--- src/rtl/counter_seq_ctrl_if.sv ---
`default_nettype none
// ---------------------------------------------------------------------------
// counter_seq_ctrl_if : requester + counter-datapath bundle | rev 1.0
// ---------------------------------------------------------------------------
interface counter_seq_ctrl_if #(
  parameter int WIDTH = 8
);
  logic [1:0]       req;
  logic [WIDTH-1:0] start0;
  logic [WIDTH-1:0] term0;
  logic [WIDTH-1:0] start1;
  logic [WIDTH-1:0] term1;
  logic [1:0]       gnt;
  logic [1:0]       done;
  logic             err;
  logic             busy;
  logic             load;
  logic             enable;
  logic [WIDTH-1:0] data;
  logic [WIDTH-1:0] cout;

  modport master (
    output req, start0, term0, start1, term1, cout,
    input  gnt, done, err, busy, load, enable, data
  );

  modport slave (
    input  req, start0, term0, start1, term1, cout,
    output gnt, done, err, busy, load, enable, data
  );
endinterface
`default_nettype wire

--- src/rtl/counter_seq_ctrl.sv ---
`default_nettype none
// ---------------------------------------------------------------------------
// counter_seq_ctrl : round-robin sequencer for a loadable up-counter | rev 1.0
// ---------------------------------------------------------------------------
module counter_seq_ctrl #(
  parameter int WIDTH   = 8,
  parameter int MAX_RUN = 255
) (
  input  logic               clk,
  input  logic               reset,
  counter_seq_ctrl_if.slave  bus
);

  typedef enum logic [1:0] {
    IDLE = 2'd0,
    LOAD = 2'd1,
    RUN  = 2'd2,
    DONE = 2'd3
  } state_t;

  localparam logic [WIDTH-1:0] RUN_LIMIT = WIDTH'(MAX_RUN);

  state_t           state, state_nxt;
  logic             last, last_nxt;
  logic [1:0]       gnt_q, gnt_nxt;
  logic [1:0]       done_q, done_nxt;
  logic             err_q, err_nxt;
  logic [WIDTH-1:0] wd, wd_nxt;
  logic [WIDTH-1:0] start_q, start_nxt;
  logic [WIDTH-1:0] term_q, term_nxt;

  logic winner;
  logic at_term;
  logic wd_expired;
  logic req_held;

  // On a tie the requester that was not served last wins.
  assign winner     = (bus.req == 2'b11) ? ~last : bus.req[1];
  assign at_term    = (bus.cout == term_q);
  assign wd_expired = (wd == RUN_LIMIT);
  assign req_held   = |(bus.req & gnt_q);

  always_ff @(posedge clk or negedge reset) begin
    if (!reset) begin
      state   <= IDLE;
      last    <= 1'b1;
      gnt_q   <= 2'b00;
      done_q  <= 2'b00;
      err_q   <= 1'b0;
      wd      <= '0;
      start_q <= '0;
      term_q  <= '0;
    end else begin
      state   <= state_nxt;
      last    <= last_nxt;
      gnt_q   <= gnt_nxt;
      done_q  <= done_nxt;
      err_q   <= err_nxt;
      wd      <= wd_nxt;
      start_q <= start_nxt;
      term_q  <= term_nxt;
    end
  end

  always_comb begin
    state_nxt = state;
    last_nxt  = last;
    gnt_nxt   = gnt_q;
    done_nxt  = 2'b00;
    err_nxt   = 1'b0;
    wd_nxt    = wd;
    start_nxt = start_q;
    term_nxt  = term_q;
    case (state)
      IDLE: begin
        if (|bus.req) begin
          start_nxt = winner ? bus.start1 : bus.start0;
          term_nxt  = winner ? bus.term1  : bus.term0;
          gnt_nxt   = winner ? 2'b10 : 2'b01;
          last_nxt  = winner;
          state_nxt = LOAD;
        end
      end
      LOAD: begin
        wd_nxt = '0;
        if (!req_held) begin
          gnt_nxt   = 2'b00;
          state_nxt = IDLE;
        end else begin
          state_nxt = RUN;
        end
      end
      RUN: begin
        // Withdrawal outranks completion: a dropped request never sees done.
        if (!req_held) begin
          gnt_nxt   = 2'b00;
          state_nxt = IDLE;
        end else if (at_term) begin
          done_nxt  = gnt_q;
          state_nxt = DONE;
        end else if (wd_expired) begin
          done_nxt  = gnt_q;
          err_nxt   = 1'b1;
          state_nxt = DONE;
        end else begin
          wd_nxt = wd + 1'b1;
        end
      end
      DONE: begin
        gnt_nxt   = 2'b00;
        state_nxt = IDLE;
      end
      default: begin
        gnt_nxt   = 2'b00;
        state_nxt = IDLE;
      end
    endcase
  end

  assign bus.load   = (state == LOAD);
  assign bus.data   = (state == LOAD) ? start_q : '0;
  assign bus.enable = (state == RUN) && !at_term && !wd_expired;
  assign bus.busy   = (state != IDLE);
  assign bus.gnt    = gnt_q;
  assign bus.done   = done_q;
  assign bus.err    = err_q;

endmodule
`default_nettype wire

--- src/flat_wrapper.sv ---
// flat-port wrapper written by rule: the top's interface ports become plain ports
module counter_seq_ctrl_flat 
#(
  parameter int WIDTH   = 8,
  parameter int MAX_RUN = 255
)
  (clk, reset, bus_req, bus_start0, bus_term0, bus_start1, bus_term1, bus_cout, bus_gnt, bus_done, bus_err, bus_busy, bus_load, bus_enable, bus_data);
  counter_seq_ctrl_if #(.WIDTH(WIDTH)) bus_i ();
  input  logic clk;
  input  logic reset;
  input wire logic [$bits(bus_i.req)-1:0] bus_req;
  input wire logic [$bits(bus_i.start0)-1:0] bus_start0;
  input wire logic [$bits(bus_i.term0)-1:0] bus_term0;
  input wire logic [$bits(bus_i.start1)-1:0] bus_start1;
  input wire logic [$bits(bus_i.term1)-1:0] bus_term1;
  input wire logic [$bits(bus_i.cout)-1:0] bus_cout;
  output wire logic [$bits(bus_i.gnt)-1:0] bus_gnt;
  output wire logic [$bits(bus_i.done)-1:0] bus_done;
  output wire logic [$bits(bus_i.err)-1:0] bus_err;
  output wire logic [$bits(bus_i.busy)-1:0] bus_busy;
  output wire logic [$bits(bus_i.load)-1:0] bus_load;
  output wire logic [$bits(bus_i.enable)-1:0] bus_enable;
  output wire logic [$bits(bus_i.data)-1:0] bus_data;
  assign bus_i.req = bus_req;
  assign bus_i.start0 = bus_start0;
  assign bus_i.term0 = bus_term0;
  assign bus_i.start1 = bus_start1;
  assign bus_i.term1 = bus_term1;
  assign bus_i.cout = bus_cout;
  assign bus_gnt = bus_i.gnt;
  assign bus_done = bus_i.done;
  assign bus_err = bus_i.err;
  assign bus_busy = bus_i.busy;
  assign bus_load = bus_i.load;
  assign bus_enable = bus_i.enable;
  assign bus_data = bus_i.data;
  counter_seq_ctrl #(.WIDTH(WIDTH), .MAX_RUN(MAX_RUN)) u_core (.clk(clk), .reset(reset), .bus(bus_i));
endmodule
--- config.mk ---
export PLATFORM = sky130hd
export DESIGN_NAME = counter_seq_ctrl_flat
export DESIGN_NICKNAME = d
export VERILOG_FILES = /design/src/rtl/counter_seq_ctrl_if.sv /design/src/rtl/counter_seq_ctrl.sv /design/src/flat_wrapper.sv
export SDC_FILE = /design/constraint.sdc
export NUM_CORES = 1
export LEC_CHECK = 0
export CORE_MARGIN = 3
export CORE_UTILIZATION = 39
export CTS_BUF_LIST = sky130_fd_sc_hd__clkbuf_4 sky130_fd_sc_hd__clkbuf_8
export DETAILED_ROUTE_END_ITERATION = 6
export GPL_TIMING_DRIVEN = 1
export HOLD_SLACK_MARGIN = 0.15
export PLACE_DENSITY = 0.77
export RECOVER_POWER = 100
export REMOVE_ABC_BUFFERS = 1
export SYNTH_ARGS = -nofsm -noshare
export SYNTH_HDL_FRONTEND = slang
export SYNTH_SLANG_ARGS = --single-unit
--- constraint.sdc ---
create_clock -name clk -period 1.9 [get_ports clk]
set_input_delay 0.285 -clock clk [delete_from_list [all_inputs] [get_ports clk]]
set_output_delay 0.285 -clock clk [all_outputs]
set_load 0.02 [all_outputs]
# After elaboration in Yosys (flattened, before gate mapping)
# Cells that the tools add are included.
[op_classes]
add_sub_neg = 1
n_eq_ne = 12
muxes = 26
n_bitwise = 2
n_reduce_logical = 14
[op_table]
columns = ["operator", "count"]
rows = [
  ["$mux 8", 6],
  ["$mux 2", 12],
  ["$pmux 8 s2", 1],
  ["$add 8x1->8 const B", 1],
  ["$eq 8x8->1", 1],
  ["$eq 8x8->1 const B", 1],
  ["$pmux 2 s4", 1],
  ["$eq 2x2->1 const B", 3],
  ["$ne 2x2->1 const B", 3],
  ["$pmux 2 s3", 1],
  ["$reduce_and 2->1", 3],
  ["$reduce_or 2->1", 3],
  ["$mux 1", 5],
  ["$ne 2x1->1 const B", 2],
  ["$ne 4x2->1 const B", 1],
  ["$reduce_and 4->1", 1],
  ["$reduce_bool 2->1", 2],
  ["$and 2x2->2", 1],
  ["$eq 2x1->1 const B", 1],
  ["$logic_and 1x1->1", 2],
  ["$logic_not 1->1", 2],
  ["$logic_not 2->1", 1],
  ["$not 1->1", 1],
]
[totals]
reg_bits = 32
out_inout_bits = 16
elab_cells = 63

# Logic depth before layout (Yosys ltp)
[depth]
word_depth = 5
mapped_depth = 8
depth_no_buf = 7

# Worst setup path after synthesis
# No wires, ideal clock.
[synth_timing]
path_type = "register -> register"
start = "reg u_core.state[0]"
end = "reg u_core.wd[5]"
setup_time_ns = 0.124
arrival_ns = 1.688
slack_ns = 0.088
path_stages_with_launch = 9
n_path_buf = 1
period_less_slack_ns = 1.812
path_cell_list = "dfrtp_1 -> inv_1 -> ha_1 -> buf_4 -> inv_1 -> nor2_8 -> o211ai_4 -> o311a_1 -> a211o_1"
[synth_via]
elab_chain_cells = 3
word_cells_on_any_way = 8
cone_classes = "5 x eq/ne; 1 x mux; 2 x reduce/logical"
[synth_lines]
columns = ["item", "line_no", "rtl"]
rows = [
  ["start: declaration", "counter_seq_ctrl.sv:23", "state_t state, state_nxt;"],
  ["start signal: assignment", "counter_seq_ctrl.sv:54", "state <= state_nxt;"],
  ["$eq 2x2->1 or $eq 2x1->1 (tied branches)", "counter_seq_ctrl.sv:74", "case (state)"],
  ["$ne 2x2->1 (no line), or another cell as far along", "n/a", ""],
  ["$reduce_and 4->1 (no line)", "n/a", ""],
  ["end signal: assignment", "counter_seq_ctrl.sv:59", "wd <= wd_nxt;"],
  ["end: declaration", "counter_seq_ctrl.sv:28", "logic [WIDTH-1:0] wd, wd_nxt;"],
]
# Several ways; a longest one is shown, not always the timed one.
# A chain may end at the register's enable or synchronous reset.

# Final worst setup path
[layout_timing]
start = "in bus_cout[6]"
end = "reg u_core.state[1]"
[layout_via]
elab_chain_cells = 4
word_cells_on_any_way = 6
cone_classes = "2 x eq/ne; 3 x mux; 1 x reduce/logical"
[layout_lines]
columns = ["item", "line_no", "rtl"]
rows = [
  ["start: declaration", "flat_wrapper.sv:16", "input wire logic [$bits(bus_i.cout)-1:0] bus_cout;"],
  ["$eq 8x8->1 *", "counter_seq_ctrl.sv:39", "assign at_term = (bus.cout == term_q);"],
  ["$mux 2", "counter_seq_ctrl.sv:98", "end else if (at_term) begin"],
  ["$mux 2", "counter_seq_ctrl.sv:95", "if (!req_held) begin"],
  ["$pmux 2 s4", "counter_seq_ctrl.sv:74", ""],
]
# Mark *: on every way between the ends. The rest lies on a longest branch, timed or not.

==> impl_metrics.env <==
export IMPL_status="finished clean"
export IMPL_critPathMaxFanout=6
export IMPL_cp_slowest_cell="clkdlybuf4s50_1"
export IMPL_finalClockSkew_ns=0.00407
export IMPL_grtUsageTotal_pct=17.2
export IMPL_fin_nets=314
export IMPL_grt_pass1_vias=1618
export IMPL_worstPathCellList="clkdlybuf4s50_1 -> xnor2_2 -> nand4_2 -> buf_4 -> o211a_4 -> nor2_1 -> mux2_2"
export IMPL_clkLatencyLatePin_ns=0.29
export IMPL_max_freq_mhz=546
export IMPL_drive_gt1_share_pct=16.6
export IMPL_syn_inst=183
export IMPL_antenna_found_initial=0
export IMPL_overflow=0
export IMPL_ant_nets=0
export IMPL_syn_avg_cell_area_um2=10.2
export IMPL_finalHoldViolations=0
export IMPL_portBuffers=59
export IMPL_synth_area_leaders="dfrtp_1, mux2i_1, nand2_1, o21ai_0, ha_1"
export IMPL_worstSetupEndpoint="u_core.state[1]"
export IMPL_cts_tree="yes"
export IMPL_die_area_um2=5640
export IMPL_cts_inserted_buffers=5
export IMPL_synth_top_cell_area_share_pct=41.7
export IMPL_r2r_slack_ns=0.10
export IMPL_final_setup_tns_ns=0
export IMPL_ys_seq_area_share_pct=43.1
export IMPL_wire_per_inst_um=13.3
export IMPL_r2r_cells=6
export IMPL_ys_warnings_count=0
export IMPL_path_clk_slew_ns=0.06
export IMPL_dp_hpwl_mm=3.31
export IMPL_dr_pass1_iters=4
export IMPL_ys_flop_type="dfrtp_1"
export IMPL_vias_per_cell=5.12
export IMPL_die_w_um=75.1
export IMPL_wl_mm=4.23
export IMPL_required_ns=2.07
export IMPL_route_detailed_drc=0
export IMPL_period_share_pct=96.3
export IMPL_power_leakage_nw=1.31
export IMPL_crit_start="bus_cout[6]"
export IMPL_die_h_um=75.1
export IMPL_drv_slew=0
export IMPL_setup_worst_path_class="primary input to flop"
export IMPL_ys_ff_latch=32
export IMPL_hp_class="flop to flop"
export IMPL_grt_pass1_wl_mm=7.30
export IMPL_layout_setup_ws_ns=0.0700
export IMPL_vias=1623
export IMPL_synth_distinct_cells=41
export IMPL_finalSetupViolCount=0
export IMPL_ios=60
export IMPL_pwr_density_cell_nw_per_um2=1140
export IMPL_insertedDiodeCount=0
export IMPL_async_reset_ff_share_pct=100
export IMPL_hold_slack_ns=0.472
export IMPL_start_kind="primary input"
export IMPL_max_slew_margin_pct=46.9
export IMPL_r2r_start="u_core.wd[4]"
export IMPL_grt_start_max_net_pins=33
export IMPL_rows=24
export IMPL_clk_path_buf_depth=2
export IMPL_critPathTopFamily="buffers and inverters"
export IMPL_drv_cap=0
export IMPL_rr_endpoint="u_core.state[1]"
export IMPL_start_util_pct=41.6
export IMPL_crit_arrival_ns=2.00
export IMPL_synth_edf_count=0
export IMPL_cp_num_buf_inv=2
export IMPL_final_fill_count=369
export IMPL_post_cts_setup_buffer_count=0
export IMPL_ir_worst_vdd_mv=0.574
export IMPL_dp_worst_setup_slack_ns=-0.264
export IMPL_worst_setup_path_end_kind="flop"
export IMPL_clock_sinks=32
export IMPL_final_min_clock_period_ns=1.83
export IMPL_gp_congestion=0.850
export IMPL_drtIter0Drc=72
export IMPL_post_synth_top_area_cell="dfrtp_1"
export IMPL_cpPeakStageDelay_ns=0.51
export IMPL_synthToLayoutAreaGrowth_pct=48.5
export IMPL_syn_area_um2=1860
export IMPL_h_tree_depth=2
export IMPL_crit_cells=7
export IMPL_cts_root_buffer="clkbuf_8"
export IMPL_holdBufCountCts=0
export IMPL_synth_most_common_cell="dfrtp_1"
export IMPL_worstMarginPinSlew_ns=0.797
export IMPL_core_area_um2=4470
export IMPL_synth_common_cells="dfrtp_1, nand2_1, o21ai_0"
tightest hold or removal path, delay by kind of cell (launching register included):
kind	cells	cell delay, ns
AND/OR/NAND/NOR	1	0.04
AO/OA/AOI/OAI	1	0.05
flip-flops	1	0.34
worst min-delay path by stage:
stage | slack (ns) | to | start | cells past startpoint
2_1_floorplan | -0.01 | u_core.bus.done[0] | reset | 0
3_3_place_gp | 0.45 | u_core.start_q[5] | u_core.start_q[5] | 2
3_5_place_dp | 0.46 | u_core.start_q[3] | u_core.start_q[3] | 2
4_1_cts | 0.40 | u_core.wd[4] | reset | 2
5_1_grt | 0.51 | u_core.start_q[3] | u_core.start_q[3] | 2
6_report | 0.47 | u_core.start_q[3] | u_core.start_q[3] | 2
where the power goes:
group	switching (mW)	internal [mW]	leakage [nW]
logic	0.806	0.715	0.846
registers	0.165	0.909	0.412
clock network	0.245	0.322	0.0503
total	1.22	1.95	1.31
flip-flops by register name (all words and copies together) (netlist names):
register and count:
u_core.bus.done 2, u_core.bus.gnt 2, u_core.state 2, u_core.bus.err 1, u_core.start_q 8, u_core.term_q 8
u_core.last 1, u_core.wd 8
what timing repair did:
| action | CTS | global route |
|---|---|---|
| endpoints found under the setup margin | 11 | 7 |
| pin swaps | 0 | 2 |
| hold endpoints to repair | 0 | 0 |
| resized for setup | 14 | 8 |
cell families after synthesis:
kind of cell | after synthesis | share of synthesized area (%)
compound gates | 40 | 15.5
xor+xnor | 8 | 4.57
flops | 32 | 43.1
buf+inv | 14 | 3.63
mux | 18 | 9.75
simple gates | 66 | 20.1
fa+ha+maj | 5 | 3.36
cells in the final DEF, fill, tap and decap left out, types with 3 or more instances in the layout:
cell type and count:
o21ai_0 20, inv_1 7, dfrtp_1 31, clkbuf_1 3
nand3_1 6, ha_1 4, dlygate4sd3_1 6, a21oi_1 3
xnor2_1 4, buf_4 17, clkbuf_8 7, and2_1 7
xnor2_2 4, and3_1 3, clkdlybuf4s50_1 42, nand2_1 28
nor2_1 7, mux2i_1 17, a211o_1 3, dlygate4sd2_1 5
clkdlybuf4s15_1 5
through the flow:
step | power, mW | std cells | utilization (%) | instance area (µm²)
floorplan | 1.96 | 176 | - | 1820
global placement | 2.64 | 310 | 59.9 | 2680
global route | 3.43 | 317 | 61.7 | 2760
detailed placement | 2.68 | 310 | 59.9 | 2680
CTS | 3.19 | 317 | 61.9 | 2770
finish | 3.16 | 317 | 61.7 | 2760
metal layers:
metal | share of wire (%) | GRT usage (%) | vias up
met5 | 0 | 0 | -
met4 | 1.5 | 5.93 | 0
met3 | 8.1 | 6.94 | 7
met2 | 48 | 26.9 | 52
met1 | 42 | 21.5 | 751
li1 | - | - | 813
layout make-up:
type | instances | area, µm² | area share (%)
inverter | 7 | 26.3 | 0.951
multi-input combinational | 137 | 1010 | 36.5
tap | 52 | 65.1 | 2.36
timing repair buffer | 82 | 763 | 27.6
clock buffer | 7 | 96.3 | 3.49
sequential | 32 | 802 | 29.0
Note: power is estimated with default switching activity, not from simulation.
==> edit 1 (config.mk and constraints unchanged) <==
`WIDTH` is set to 8 in 3 places; all go to 6.
--- a/src/rtl/counter_seq_ctrl_if.sv
+++ b/src/rtl/counter_seq_ctrl_if.sv
@@ -5,3 +5,3 @@
 interface counter_seq_ctrl_if #(
-  parameter int WIDTH = 8
+  parameter int WIDTH = 6
 );
--- a/src/rtl/counter_seq_ctrl.sv
+++ b/src/rtl/counter_seq_ctrl.sv
@@ -5,3 +5,3 @@
 module counter_seq_ctrl #(
-  parameter int WIDTH   = 8,
+  parameter int WIDTH   = 6,
   parameter int MAX_RUN = 255
--- a/src/flat_wrapper.sv
+++ b/src/flat_wrapper.sv
@@ -3,3 +3,3 @@
 #(
-  parameter int WIDTH   = 8,
+  parameter int WIDTH   = 6,
   parameter int MAX_RUN = 255
Interface: changed (6 resized); port bits go from 60 to 48. No check against the original RTL was run, so the function may have changed too.
==> edit 1 against the original RTL <==
  * Total power down 22%
  * Clock power down 22%
  * Non-clock buffer count down 13
  * Sequential cell count down 6
  * Final area down 20%
  * Sequential share of layout area up 0.42 points
  * Synthesized area down 21%
  * Wire length down 17%
  * Synthesized cell count down 19%
  * Global-route usage down 0.34 points
  * Via count down 19%
  * Register-to-register slack worse by 0.08 ns
  * Worst setup slack worse by 0.046 ns
==> edit 1: results <==
outcome:
  outcome: "finished, final reports clean"
place:
  port_buffers: 47
  place_hpwl_um: 2720
  gp_congestion: 0.890
synthesis:
  yosys-top-cells-area: "dfrtp_1, mux2i_1, o21ai_0"
  yosysUniqueCellTypes: 38
  synth_commonest_cells: "dfrtp_1, o21ai_0, nand2_1, mux2i_1, inv_1"
  yosysSeqAreaShare_pct: 44.6
global_routing:
  grt_pass1_wl_um: 5930
  grt_use_total_pct: 16.8
  grt_max_degree: 27
  grt_pass1_vias: 1393
  antenna_found_initial: 0
worst_setup_path:
  critPathMaxFanout: 10
  cp.arrival_ns: 2.03
  critPathSlowestCell: "dfrtp_1"
  crit_end: "u_core.wd[4]"
  regToRegSetupSlack_ns: 0.02
  critical_path.startpoint: "u_core.wd[1]"
  reg2reg_depth: 7
  slowest_delay_ns: 0.39
routing:
  antenna_left: 0
  drt-pass1-iter-count: 4
  wl_um: 3500
  via_per_inst: 5.01
  drt_iter0_markers: 69
clocking:
  clkTransAtPathRegs_ns: 0.09
  cts.htree.levels: 1
  clk_latency_ns: 0.27
  cts_buffers: 3
  root_buffer: "clkbuf_8"
cells_and_area:
  n_antenna_cell: 0
  reg.largest.list: "u_core.start_q (6), u_core.term_q (6), u_core.wd (6)"
  finalNetCount: 257
  drive_above_1_share_pct: 17.5
sta:
  fin_skew_ns: 0.00419
  setup-violations-final: 0
  tightest_slew_ns: 0.628
power_and_ir_drop:
  peakVddDrop_v: 0.000666
  leakagePower_nw: 1.04
-- edit 1: cell types whose count changed after synthesis, moves of 3 or more --
cell	change
nand2_1	-13
o21ai_0	-5
inv_1	+3
mux2i_1	-4
xor2_1	+6
xnor2_1	-6
o221ai_1	+3
dfrtp_1	-6
-- edit 1: critical path, delay by kind of cell, from the launching register on --
kind / cells / cell delay [ns]
buffers and inverters: 1 / 0.14
AO/OA/AOI/OAI: 3 / 0.82
flip-flops: 1 / 0.39
adder cells (fa/ha/maj): 1 / 0.20
AND/OR/NAND/NOR: 2 / 0.21
-- edit 1: kinds of logic (layout without fill, tap and decap cells) --
family / Yosys count / after routing / share of synthesized area (%)
xor+xnor: 6 / 6 / 3.59
buf+inv: 15 / 83 / 4.45
fa+ha+maj: 5 / 5 / 4.28
mux: 14 / 14 / 9.92
simple gates: 48 / 48 / 17.1
flops: 26 / 26 / 44.6
compound gates: 35 / 35 / 16.1
-- edit 1: area by class of cell --
cell class                      instances  area [um2]
Inverter                               10        37.5
Clock buffer                            3        41.3
Timing Repair Buffer                   69         628
Fill cell                             320        1250
Clock inverter                          1        30.0
Sequential cell                        26         652
Tap cell                               46        57.6
Multi-Input combinational cell        108         767
-- edit 1: through the flow --
| step | instances | cell area [um2] | setup slack (ns) |
|---|---|---|---|
| 3_5_place_dp | 256 | 2120 | -0.358 |
| 6_report | 263 | 2210 | 0.0242 |
| 3_3_place_gp | 256 | 2120 | -0.363 |
| 2_1_floorplan | 144 | 1440 | 0.0260 |
| 5_1_grt | 263 | 2210 | -0.0588 |
| 4_1_cts | 261 | 2200 | -0.0835 |
-- edit 1: where the power goes --
group,total (mW),switching (mW),internal (mW)
sequential,0.857,0.119,0.738
clock,0.444,0.163,0.282
combinational,1.17,0.643,0.531
-- edit 1: how the worst min path moves through the flow --
stage	startpoint	end	slack (ns)	cells after the start
6_report	u_core.start_q[1]	u_core.start_q[1]	0.48	2
2_1_floorplan	reset	u_core.bus.done[0]	-0.01	0
3_3_place_gp	u_core.start_q[4]	u_core.start_q[4]	0.45	2
4_1_cts	reset	u_core.state[1]	0.38	2
5_1_grt	u_core.start_q[5]	u_core.start_q[5]	0.52	2
3_5_place_dp	u_core.start_q[1]	u_core.start_q[1]	0.47	2
-- edit 1: what timing repair did --
| action | 4_1_cts | 5_1_grt |
|---|---|---|
| setup buffers | 1 | 2 |
| pin swaps | 2 | 7 |
| endpoints found under the setup margin | 12 | 7 |
| resized for setup | 14 | 11 |
| cloned | 0 | 0 |
-- edit 1: layer usage --
layer  part of all wire [%]  vias to the layer above  global-route usage [%]
met5                      0                        -                       0
met4                   0.31                        0                    3.29
met3                    5.0                        2                    3.83
met2                     53                       36                    30.7
met1                     41                      615                    20.2
li1                       -                      665                       -
==> edit 2 (same settings) <==
Made on the original files. Re-encode `state_t` (4 states) as one-hot, 4 bits wide.
--- a/src/rtl/counter_seq_ctrl.sv
+++ b/src/rtl/counter_seq_ctrl.sv
@@ -13,7 +13,7 @@
 
-  typedef enum logic [1:0] {
-    IDLE = 2'd0,
-    LOAD = 2'd1,
-    RUN  = 2'd2,
-    DONE = 2'd3
+  typedef enum logic [3:0] {
+    IDLE = 4'b0001,
+    LOAD = 4'b0010,
+    RUN  = 4'b0100,
+    DONE = 4'b1000
   } state_t;
Function: no difference found for any inputs over 10 cycles, from zero or initial values and one cycle with reset low; not proved beyond that.
==> edit 2 against the original RTL <==
  * The run now ends with setup timing left
  * Final area decreased by 4.4%
  * Total power decreased by 7.8%
  * Wire length is 3.1% lower
  * Clock skew increased by 0.0043 ns
  * Sequential cell count grew 2
  * Synthesized area shrank 3.8%
  * Sequential power up 7%
  * Worst setup slack got worse by 0.12 ns
  * Die area down 3.5%
  * Global-route usage decreased by 0.76 points
  * Critical path depth is 1 lower
  * Critical endpoint is now bus_enable
==> edit 2: results <==
outcome:
  outcome: "finished, violations left"
  violations: "setup timing"
worst_setup_path:
  reg2reg_depth: 7
  timing.rr.end: "u_core.wd[7]"
  critPathMaxFanout: 2
  cp.arrival_ns: 1.67
  regToRegSetupSlack_ns: 0.03
  r2r-start: "u_core.wd[1]"
cells_and_area:
  n_all_buffers: 80
  reg.largest.list: "u_core.start_q (8), u_core.term_q (8), u_core.wd (8)"
  design.seq.count: 34
  multi_input_area_share_pct: 33.9
  sh_seq_area_pct: 32.3
  drive_above_1_share_pct: 18.6
  nFillCells: 386
  finalNetCount: 302
  buf_share_pct: 26.7
  num-multi-input-gates: 133
  clk_share_pct: 4.17
  inverters: 3
  clock_buffers: 8
  regArea_um2: 853
routing:
  num_vias: 1539
  wl_um: 4100
  drt_iter0_markers: 49
global_routing:
  use_met2_pct: 27.5
  grt_use_total_pct: 16.4
  grt_pass1_wl_um: 6980
  grt_pass1_vias: 1599
  antenna_found_initial: 0
  grt_max_degree: 35
  use_met3_pct: 5.47
  grtUsageMet1_pct: 20.3
synthesis:
  yosysSeqAreaShare_pct: 47.7
  yosysUniqueCellTypes: 32
  synth_commonest_cells: "dfrtp_1, nor2_1, mux2i_1, a21oi_1, nand2_1"
  yosys-top-cells-area: "dfrtp_1, mux2i_1, a21oi_1"
floorplanning:
  fp-row-count: 24
sta:
  tightest_slew_ns: 0.823
  fin_skew_ns: 0.00838
  finalWorstSetupSlack_ns: -0.0521
  fin_setup_tns_ns: -0.0521
  setup-violations-final: 1
min_path:
  hp-start: "u_core.start_q[3]"
  hp-class: "register to register"
clocking:
  root_buffer: "clkbuf_8"
place:
  place_hpwl_um: 3130
  dpl_cell_area_um2: 2600
  gp_congestion: 0.803
power_and_ir_drop:
  leakagePower_nw: 1.21
  peakVddDrop_v: 0.000502
[edit 2: how the worst max path moves through the flow]
stage	start	endpoint	slack, ns	cells after the start
after floorplan	u_core.state[0]	u_core.start_q[0]	0.22	4
after global placement	bus_cout[6]	bus_enable	-0.40	6
after global routing	u_core.term_q[1]	bus_enable	-0.13	5
after CTS	bus_cout[6]	bus_enable	-0.07	6
final	bus_cout[7]	bus_enable	-0.05	6
after detailed placement	bus_cout[1]	bus_enable	-0.45	6
[edit 2: where the power goes]
part	internal [mW]	switching, mW	total [mW]
sequential	0.972	0.165	1.14
combinational	0.531	0.630	1.16
clock	0.366	0.251	0.617
[edit 2: cells by family after synthesis]
group                    synth area share (%)
AO/OA/AOI/OAI                            11.9
XOR/XNOR                                 3.91
buffers and inverters                    2.03
flip-flops                               47.7
multiplexers                             11.7
adder cells (fa/ha/maj)                 0.699
AND/OR/NAND/NOR                          22.1
[edit 2: what timing repair did]
item	in CTS	in global routing
buffers inserted	0	1
pin swaps	2	7
cloned	0	0
setup endpoints to repair	11	10
resized for setup	16	21
[edit 2: routing by layer]
metal | vias up | wire length [um] | part of all wire (%)
li1 | 771 | - | -
met1 | 728 | 1800 | 44
met2 | 36 | 2080 | 51
met3 | 4 | 197 | 4.8
met4 | 0 | 20 | 0.49
met5 | - | 0 | 0
[edit 2: per-stage QoR]
step | cells | setup slack, ns | hold WS (ns)
floorplan | 170 | 0.222 | -0.0106
global placement | 301 | -0.400 | 0.498
detailed placement | 301 | -0.453 | 0.514
CTS | 309 | -0.0691 | 0.432
global route | 310 | -0.131 | 0.568
finish | 310 | -0.0521 | 0.526
[edit 2: worst max-delay path: stages]
cell             delay [ns]
clkdlybuf4s50_1        0.41
xor2_1                 0.16
nor4_2                 0.34
nand2_1                0.15
and3_4                 0.20
buf_6                  0.12
